[config.mk]
export PLATFORM = sky130hd
export DESIGN_NAME = extract
export DESIGN_NICKNAME = d
export VERILOG_FILES = /design/src/rtl/extract_pkg.sv /design/src/rtl/extract_ctr.sv /design/src/rtl/extract.sv
export SDC_FILE = /design/constraint.sdc
export NUM_CORES = 1
export LEC_CHECK = 0
export BUFFER_PORTS_ARGS = -buffer_cell sky130_fd_sc_hd__buf_2
export CAP_MARGIN = 20
export CORE_UTILIZATION = 56
export CTS_CLUSTER_DIAMETER = 60
export CTS_CLUSTER_SIZE = 20
export DETAILED_ROUTE_END_ITERATION = 12
export PLACE_DENSITY = 0.81
export SKIP_CTS_REPAIR_TIMING = 1
export SYNTH_ARGS = -nofsm -noshare
export SYNTH_HDL_FRONTEND = slang
export SYNTH_SLANG_ARGS = --single-unit
[constraint.sdc]
create_clock -name clk -period 3.1 [get_ports clk]
set_input_delay 0.62 -clock clk [delete_from_list [all_inputs] [get_ports clk]]
set_output_delay 0.62 -clock clk [all_outputs]
set_load 0.03 [all_outputs]
[src/rtl/extract_pkg.sv]
// extract_pkg: shared definitions for the extract block.
//   DWIDTH_DEF / LWIDTH_DEF : default data and index widths
//   state_t                 : extraction FSM state encoding
package extract_pkg;

  localparam int unsigned DWIDTH_DEF = 16;
  localparam int unsigned LWIDTH_DEF = 10;

  typedef enum logic [1:0] {
    IDLE = 2'd0,
    SKIP = 2'd1,
    PASS = 2'd2,
    DONE = 2'd3
  } state_t;

endpackage

[src/rtl/extract_ctr.sv]
// extract_ctr: element index / forward counting for extract.
// Build option: EXTRACT_STRIDE_EN adds the stride input.
// Ports:
//   clk, rst       clock, synchronous active-high reset
//   start          accepted request; loads offset/count (and stride)
//   active         FSM is in SKIP or PASS
//   in_valid       an input element is present this cycle
//   offset, count  extraction window, sampled on start
//   stride         (EXTRACT_STRIDE_EN only) element spacing, 0 means 1
//   hit            current element is to be forwarded
//   last_hit       current element is the count-th forwarded element
module extract_ctr
  import extract_pkg::*;
#(
  parameter int unsigned LWIDTH = LWIDTH_DEF
) (
  input  logic              clk,
  input  logic              rst,
  input  logic              start,
  input  logic              active,
  input  logic              in_valid,
  input  logic [LWIDTH-1:0] offset,
  input  logic [LWIDTH-1:0] count,
`ifdef EXTRACT_STRIDE_EN
  input  logic [LWIDTH-1:0] stride,
`endif
  output logic              hit,
  output logic              last_hit
);

  localparam logic [LWIDTH:0] IDX_ONE = {{LWIDTH{1'b0}}, 1'b1};

  // One extra bit so offset+count and the running index never wrap.
  logic [LWIDTH:0] idx;

`ifdef EXTRACT_STRIDE_EN
  // Next index to forward and number forwarded so far.
  logic [LWIDTH:0]   nxt;
  logic [LWIDTH-1:0] stride_r;
  logic [LWIDTH-1:0] count_r;
  logic [LWIDTH-1:0] fwd;

  always_ff @(posedge clk) begin
    if (rst) begin
      idx      <= '0;
      nxt      <= '0;
      stride_r <= '0;
      count_r  <= '0;
      fwd      <= '0;
    end else if (start) begin
      idx      <= '0;
      nxt      <= {1'b0, offset};
      stride_r <= (stride == '0) ? {{(LWIDTH-1){1'b0}}, 1'b1} : stride;
      count_r  <= count;
      fwd      <= '0;
    end else if (active && in_valid) begin
      idx <= idx + IDX_ONE;
      if (hit) begin
        nxt <= nxt + {1'b0, stride_r};
        fwd <= fwd + {{(LWIDTH-1){1'b0}}, 1'b1};
      end
    end
  end

  always_comb begin
    hit      = active && in_valid && (idx == nxt);
    last_hit = hit && (fwd == (count_r - {{(LWIDTH-1){1'b0}}, 1'b1}));
  end
`else
  logic [LWIDTH:0] offset_r;
  logic [LWIDTH:0] end_r;

  always_ff @(posedge clk) begin
    if (rst) begin
      idx      <= '0;
      offset_r <= '0;
      end_r    <= '0;
    end else if (start) begin
      idx      <= '0;
      offset_r <= {1'b0, offset};
      end_r    <= {1'b0, offset} + {1'b0, count};
    end else if (active && in_valid) begin
      idx <= idx + IDX_ONE;
    end
  end

  // Unit stride: the forwarded window is simply [offset, offset+count).
  always_comb begin
    hit      = active && in_valid && (idx >= offset_r) && (idx < end_r);
    last_hit = hit && ((idx + IDX_ONE) == end_r);
  end
`endif

endmodule

[src/rtl/extract.sv]
// extract: forwards count elements of an input frame starting at offset.
// Build option: EXTRACT_STRIDE_EN adds a stride input (every stride-th
// element from offset is forwarded; stride 0 behaves as 1).
// Ports:
//   clk, rst                    clock, synchronous active-high reset
//   req, offset, count, stride  start pulse and its parameters (IDLE only)
//   in_valid, in_data, in_last  input element stream
//   out_valid, out_data, out_last  registered extracted elements (1 cycle)
//   busy                        FSM not in IDLE
//   done, short_err             completion pulse; short_err = frame ran out
module extract
  import extract_pkg::*;
#(
  parameter int unsigned DWIDTH = DWIDTH_DEF,
  parameter int unsigned LWIDTH = LWIDTH_DEF
) (
  input  logic              clk,
  input  logic              rst,
  input  logic              req,
  input  logic [LWIDTH-1:0] offset,
  input  logic [LWIDTH-1:0] count,
`ifdef EXTRACT_STRIDE_EN
  input  logic [LWIDTH-1:0] stride,
`endif
  input  logic              in_valid,
  input  logic [DWIDTH-1:0] in_data,
  input  logic              in_last,
  output logic              out_valid,
  output logic [DWIDTH-1:0] out_data,
  output logic              out_last,
  output logic              busy,
  output logic              done,
  output logic              short_err
);

  state_t state, state_n;
  logic   short_r, short_n;
  logic   start, active, hit, last_hit;

  assign start  = (state == IDLE) && req;
  assign active = (state == SKIP) || (state == PASS);
  assign busy   = (state != IDLE);

  extract_ctr #(
    .LWIDTH(LWIDTH)
  ) u_ctr (
    .clk      (clk),
    .rst      (rst),
    .start    (start),
    .active   (active),
    .in_valid (in_valid),
    .offset   (offset),
    .count    (count),
`ifdef EXTRACT_STRIDE_EN
    .stride   (stride),
`endif
    .hit      (hit),
    .last_hit (last_hit)
  );

  always_comb begin
    state_n = state;
    short_n = short_r;
    case (state)
      IDLE: begin
        if (req) begin
          short_n = 1'b0;
          state_n = (count == '0) ? DONE : SKIP;
        end
      end
      SKIP, PASS: begin
        // Reaching count wins over a coincident in_last.
        if (last_hit) begin
          state_n = DONE;
          short_n = 1'b0;
        end else if (in_valid && in_last) begin
          state_n = DONE;
          short_n = 1'b1;
        end else if (hit) begin
          state_n = PASS;
        end
      end
      DONE:    state_n = IDLE;
      default: state_n = IDLE;
    endcase
  end

  always_ff @(posedge clk) begin
    if (rst) begin
      state     <= IDLE;
      short_r   <= 1'b0;
      out_valid <= 1'b0;
      out_data  <= '0;
      out_last  <= 1'b0;
      done      <= 1'b0;
      short_err <= 1'b0;
    end else begin
      state     <= state_n;
      short_r   <= short_n;
      out_valid <= hit;
      if (hit) out_data <= in_data;
      out_last  <= hit && (last_hit || in_last);
      done      <= (state == DONE);
      short_err <= (state == DONE) && short_r;
    end
  end

endmodule

==> metrics.md <==
| Metric | Value |
|---|---|
| Status | completed |
| Clock root buffer | clkbuf_8 |
| Post-DRT Antenna Nets | 0 |
| Post-DP HPWL | ~5.6 mm |
| Sw frac | 0.360 |
| Vias in the first global route | 2,791 |
| Crit path largest cell delay | 0.56 ns |
| Cells after Synth | between 300 and 400 |
| Die area | approximately 6000 um^2 |
| RSZ-0062 raised after global routing | no |
| Crit-path slowest cell | dfxtp_1 |
| Layout cells sized above 1 | 0.173 |
| TritonCTS sink count | between 50 and 60 |
| Synthesized flop and latch total | 55 |
| NetSw | between 0.6 and 0.7 mW |
| Worst Setup End Kind | flip-flop |
| Primary FF master, synth | dfxtp_1 |
| Slew Limit Headroom | 0.434 |
| Peak supply drop | 0.321 mV |
| Worst skew pair latency | 0.31 ns |
| GRT Total Usage | 0.255 |
| DRC | 0 |
| Ys Warns | 0 |
| Boundary Pins | 62 |
| Initial antenna violation count | 0 |
| Die Ht | between 70 and 80 um |
| Placement Rows | 27 |
| First-pass detailed-route iteration total | 4 |
| Fill cells | roughly 470 |
| Post-synth cell types | 50 |
| DR vias/cell | roughly 5.6 |
| Clock group share of total power | 0.220 |
| Final slew viol count | 0 |
| Tcrit/Tclk final | 0.905 |
| Setup TNS | 0 ns |
| GPL Wtd Cong | 0.879 |
| Initial Util | 0.586 |
| Port buffer count | slightly above 60 |
| Drt first-iter violations | 130 |
| HP Class | flip-flop to flip-flop |
| TritonCTS clock tree | done |
| Seq/Total Area, Yosys | 0.337 |
| Post-synth ARST share | 0 |
| Syn_nets | roughly 470 |
| CTS Buf Count | 5 |
| Final Critical Period | 2.80 ns |
| Synth Area per Inst | ~8.3 um^2 |
| Layout net count | around 530 |
| WL/cell | 14.2 um |
| Critical-path maximum fanout | 9 |
| Total power | roughly 1.8 mW |
| Setup CP Type | flip-flop to flip-flop |
| Final hold slack | roughly 0.46 ns |
| Share of power burned in registers | 0.450 |
| Largest net degree at the start of global routing | 50 |
| EDFF count, synth | 0 |
| Vias | between 2,000 and 3,000 |
| Routed WL | between 7 and 8 mm |
| Fmax | roughly 360 MHz |
| Cell chain of the critical path | nand3_2 -> or3_1 -> a211o_1 -> or4_1 -> or4b_1 -> and2_1 |
| H-tree Lvls | 2 |
| Worst Skew | around 0.009 ns |
| Worst-path clk slew | 0.10 ns |
| Leakage | ~1.6 nW |
| # diodes | 0 |
| Final hold vios | 0 |
| Area grow syn2layout | 13.8% |
| Worst EP required | 3.32 ns |
| Combinational Power Share | 0.331 |
| First-pass GRT wire length | 12.4 mm |
| Max cap viols | 0 |
| Crit start category | flip-flop |
| Core area | ~5600 um^2 |
| Cell Area, Synth | between 3000 and 4000 um^2 |
| Pwr Density | between 400 and 500 nW/um^2 |
| WP data arrival | 3.02 ns |
| GR Overflow Total | 0 |
| Final setup violation count | 0 |
| P_int | between 1 and 1.5 mW |
| Worst Max-Slew Pin Slew | between 0.8 and 0.9 ns |
| Die width | between 70 and 80 um |
| Longest Clk Path Bufs | 2 |
-- placed cells by master, fill, tap and decap left out, drive strengths merged, types with 5 or more instances in the layout --
master / Yosys / final
nor2b: 5 / 5
inv: 29 / 30
xor2: 8 / 8
nand3: 10 / 10
xnor2: 17 / 17
nor3: 14 / 14
a21oi: 28 / 28
o21ai: 17 / 17
nand2: 42 / 42
dfxtp: 55 / 55
ha: 35 / 35
or3: 6 / 6
nor2: 40 / 40
clkbuf: 11 / 5
mux2i: 17 / 17
buf: 4 / 65
-- path summary, 6_finish.rpt --
path                                                startpoint                              to  slack [ns]  cells after the start
worst max-delay path                 u_ctr.idx[2]$_SDFFE_PP0P_            short_r$_SDFFE_PP0P_        0.30                      6
worst min-delay path            u_ctr.offset_r[4]$_SDFFE_PP0P_  u_ctr.offset_r[4]$_SDFFE_PP0P_        0.46                      2
worst max register to register       u_ctr.idx[2]$_SDFFE_PP0P_            short_r$_SDFFE_PP0P_        0.30                      6
worst min register to register  u_ctr.offset_r[4]$_SDFFE_PP0P_  u_ctr.offset_r[4]$_SDFFE_PP0P_        0.46                      2
-- layer usage --
layer	GRT usage	vias to the layer above	share of wire
met5	0	-	0
met4	0.109	0	0.025
met3	0.0384	17	0.042
met2	0.431	78	0.46
met1	0.323	1332	0.47
li1	-	1485	-
-- metrics by stage --
stage | util | cell area (um^2) | setup WS, ns | instances
floorplan | - | 3270 | 0.495 | 394
CTS | 0.667 | 3720 | 0.312 | 524
global placement | 0.652 | 3630 | 0.397 | 516
detailed placement | 0.652 | 3630 | 0.306 | 516
global route | 0.667 | 3720 | 0.123 | 524
finish | 0.667 | 3720 | 0.295 | 524
-- synth_stat cells, types with 2 or more instances --
| cell | number | area share |
|---|---|---|
| or3_1 | 5 | 0.0096 |
| a21o_1 | 2 | 0.0046 |
| a21oi_1 | 28 | 0.043 |
| nand4_1 | 3 | 0.0057 |
| dfxtp_1 | 55 | 0.34 |
| and2_1 | 4 | 0.0077 |
| ha_1 | 35 | 0.13 |
| o21ai_1 | 3 | 0.0046 |
| o31ai_1 | 2 | 0.0046 |
| a31oi_1 | 4 | 0.0077 |
| mux2i_1 | 17 | 0.052 |
| nor3_1 | 14 | 0.021 |
| nand2_1 | 42 | 0.048 |
| nor2b_1 | 5 | 0.0096 |
| xnor2_1 | 17 | 0.046 |
| o21a_1 | 3 | 0.0069 |
| nand3_1 | 8 | 0.012 |
| o21ai_0 | 14 | 0.021 |
| buf_1 | 2 | 0.0023 |
| inv_1 | 29 | 0.033 |
| o311ai_0 | 2 | 0.0054 |
| xor2_1 | 8 | 0.021 |
| nand3_2 | 2 | 0.0061 |
| or4b_1 | 3 | 0.0092 |
| clkbuf_1 | 11 | 0.013 |
| nor4_1 | 4 | 0.0077 |
| nand2b_1 | 4 | 0.0077 |
| a211oi_1 | 4 | 0.0092 |
| a2111oi_0 | 4 | 0.011 |
| nor2_1 | 40 | 0.046 |
-- critical path, delay by kind of cell (launching register included) --
kind	cells	cell delay (ns)
AOI/OAI and AO/OA	1	0.30
DFF	1	0.56
and+or+nand+nor	5	1.85
-- cell families (layout without fill, tap and decap cells) --
kind of cell,Yosys count,count (layout),share of synthesized area
xor+xnor,25,25,0.0670
fa+ha+maj,36,36,0.140
simple gates,141,141,0.209
flops,55,55,0.337
compound gates,76,76,0.143
mux,17,17,0.0521
buf+inv,44,102,0.0521
-- sequential cells by signal, summed over array words and instances, names as in the netlist --
register / flops
u_ctr.end_r: 11
done: 1
out_last: 1
state: 2
out_valid: 1
u_ctr.idx: 11
out_data: 16
u_ctr.offset_r: 10
short_r: 1
short_err: 1
-- power by group through the flow --
stage                     logic [mW]  registers (mW)  clock network, mW
after floorplan                0.393           0.855                  0
after global placement         0.579           0.831                  0
after detailed placement       0.591           0.833                  0
after CTS                      0.598           0.817              0.406
after global routing           0.671           0.827              0.437
final                          0.602           0.819              0.400
-- area by class of cell --
| class | instances | area (um^2) | area share |
|---|---|---|---|
| Multi-Input combinational cell | 295 | 2000 | 0.537 |
| Sequential cell | 55 | 1100 | 0.296 |
| Timing Repair Buffer | 65 | 335 | 0.0901 |
| Inverter | 29 | 109 | 0.0293 |
| Tap cell | 72 | 90.1 | 0.0242 |
| Clock buffer | 5 | 68.8 | 0.0185 |
| Clock inverter | 3 | 18.8 | 0.00505 |
Note: power is estimated with default switching activity, not from simulation.
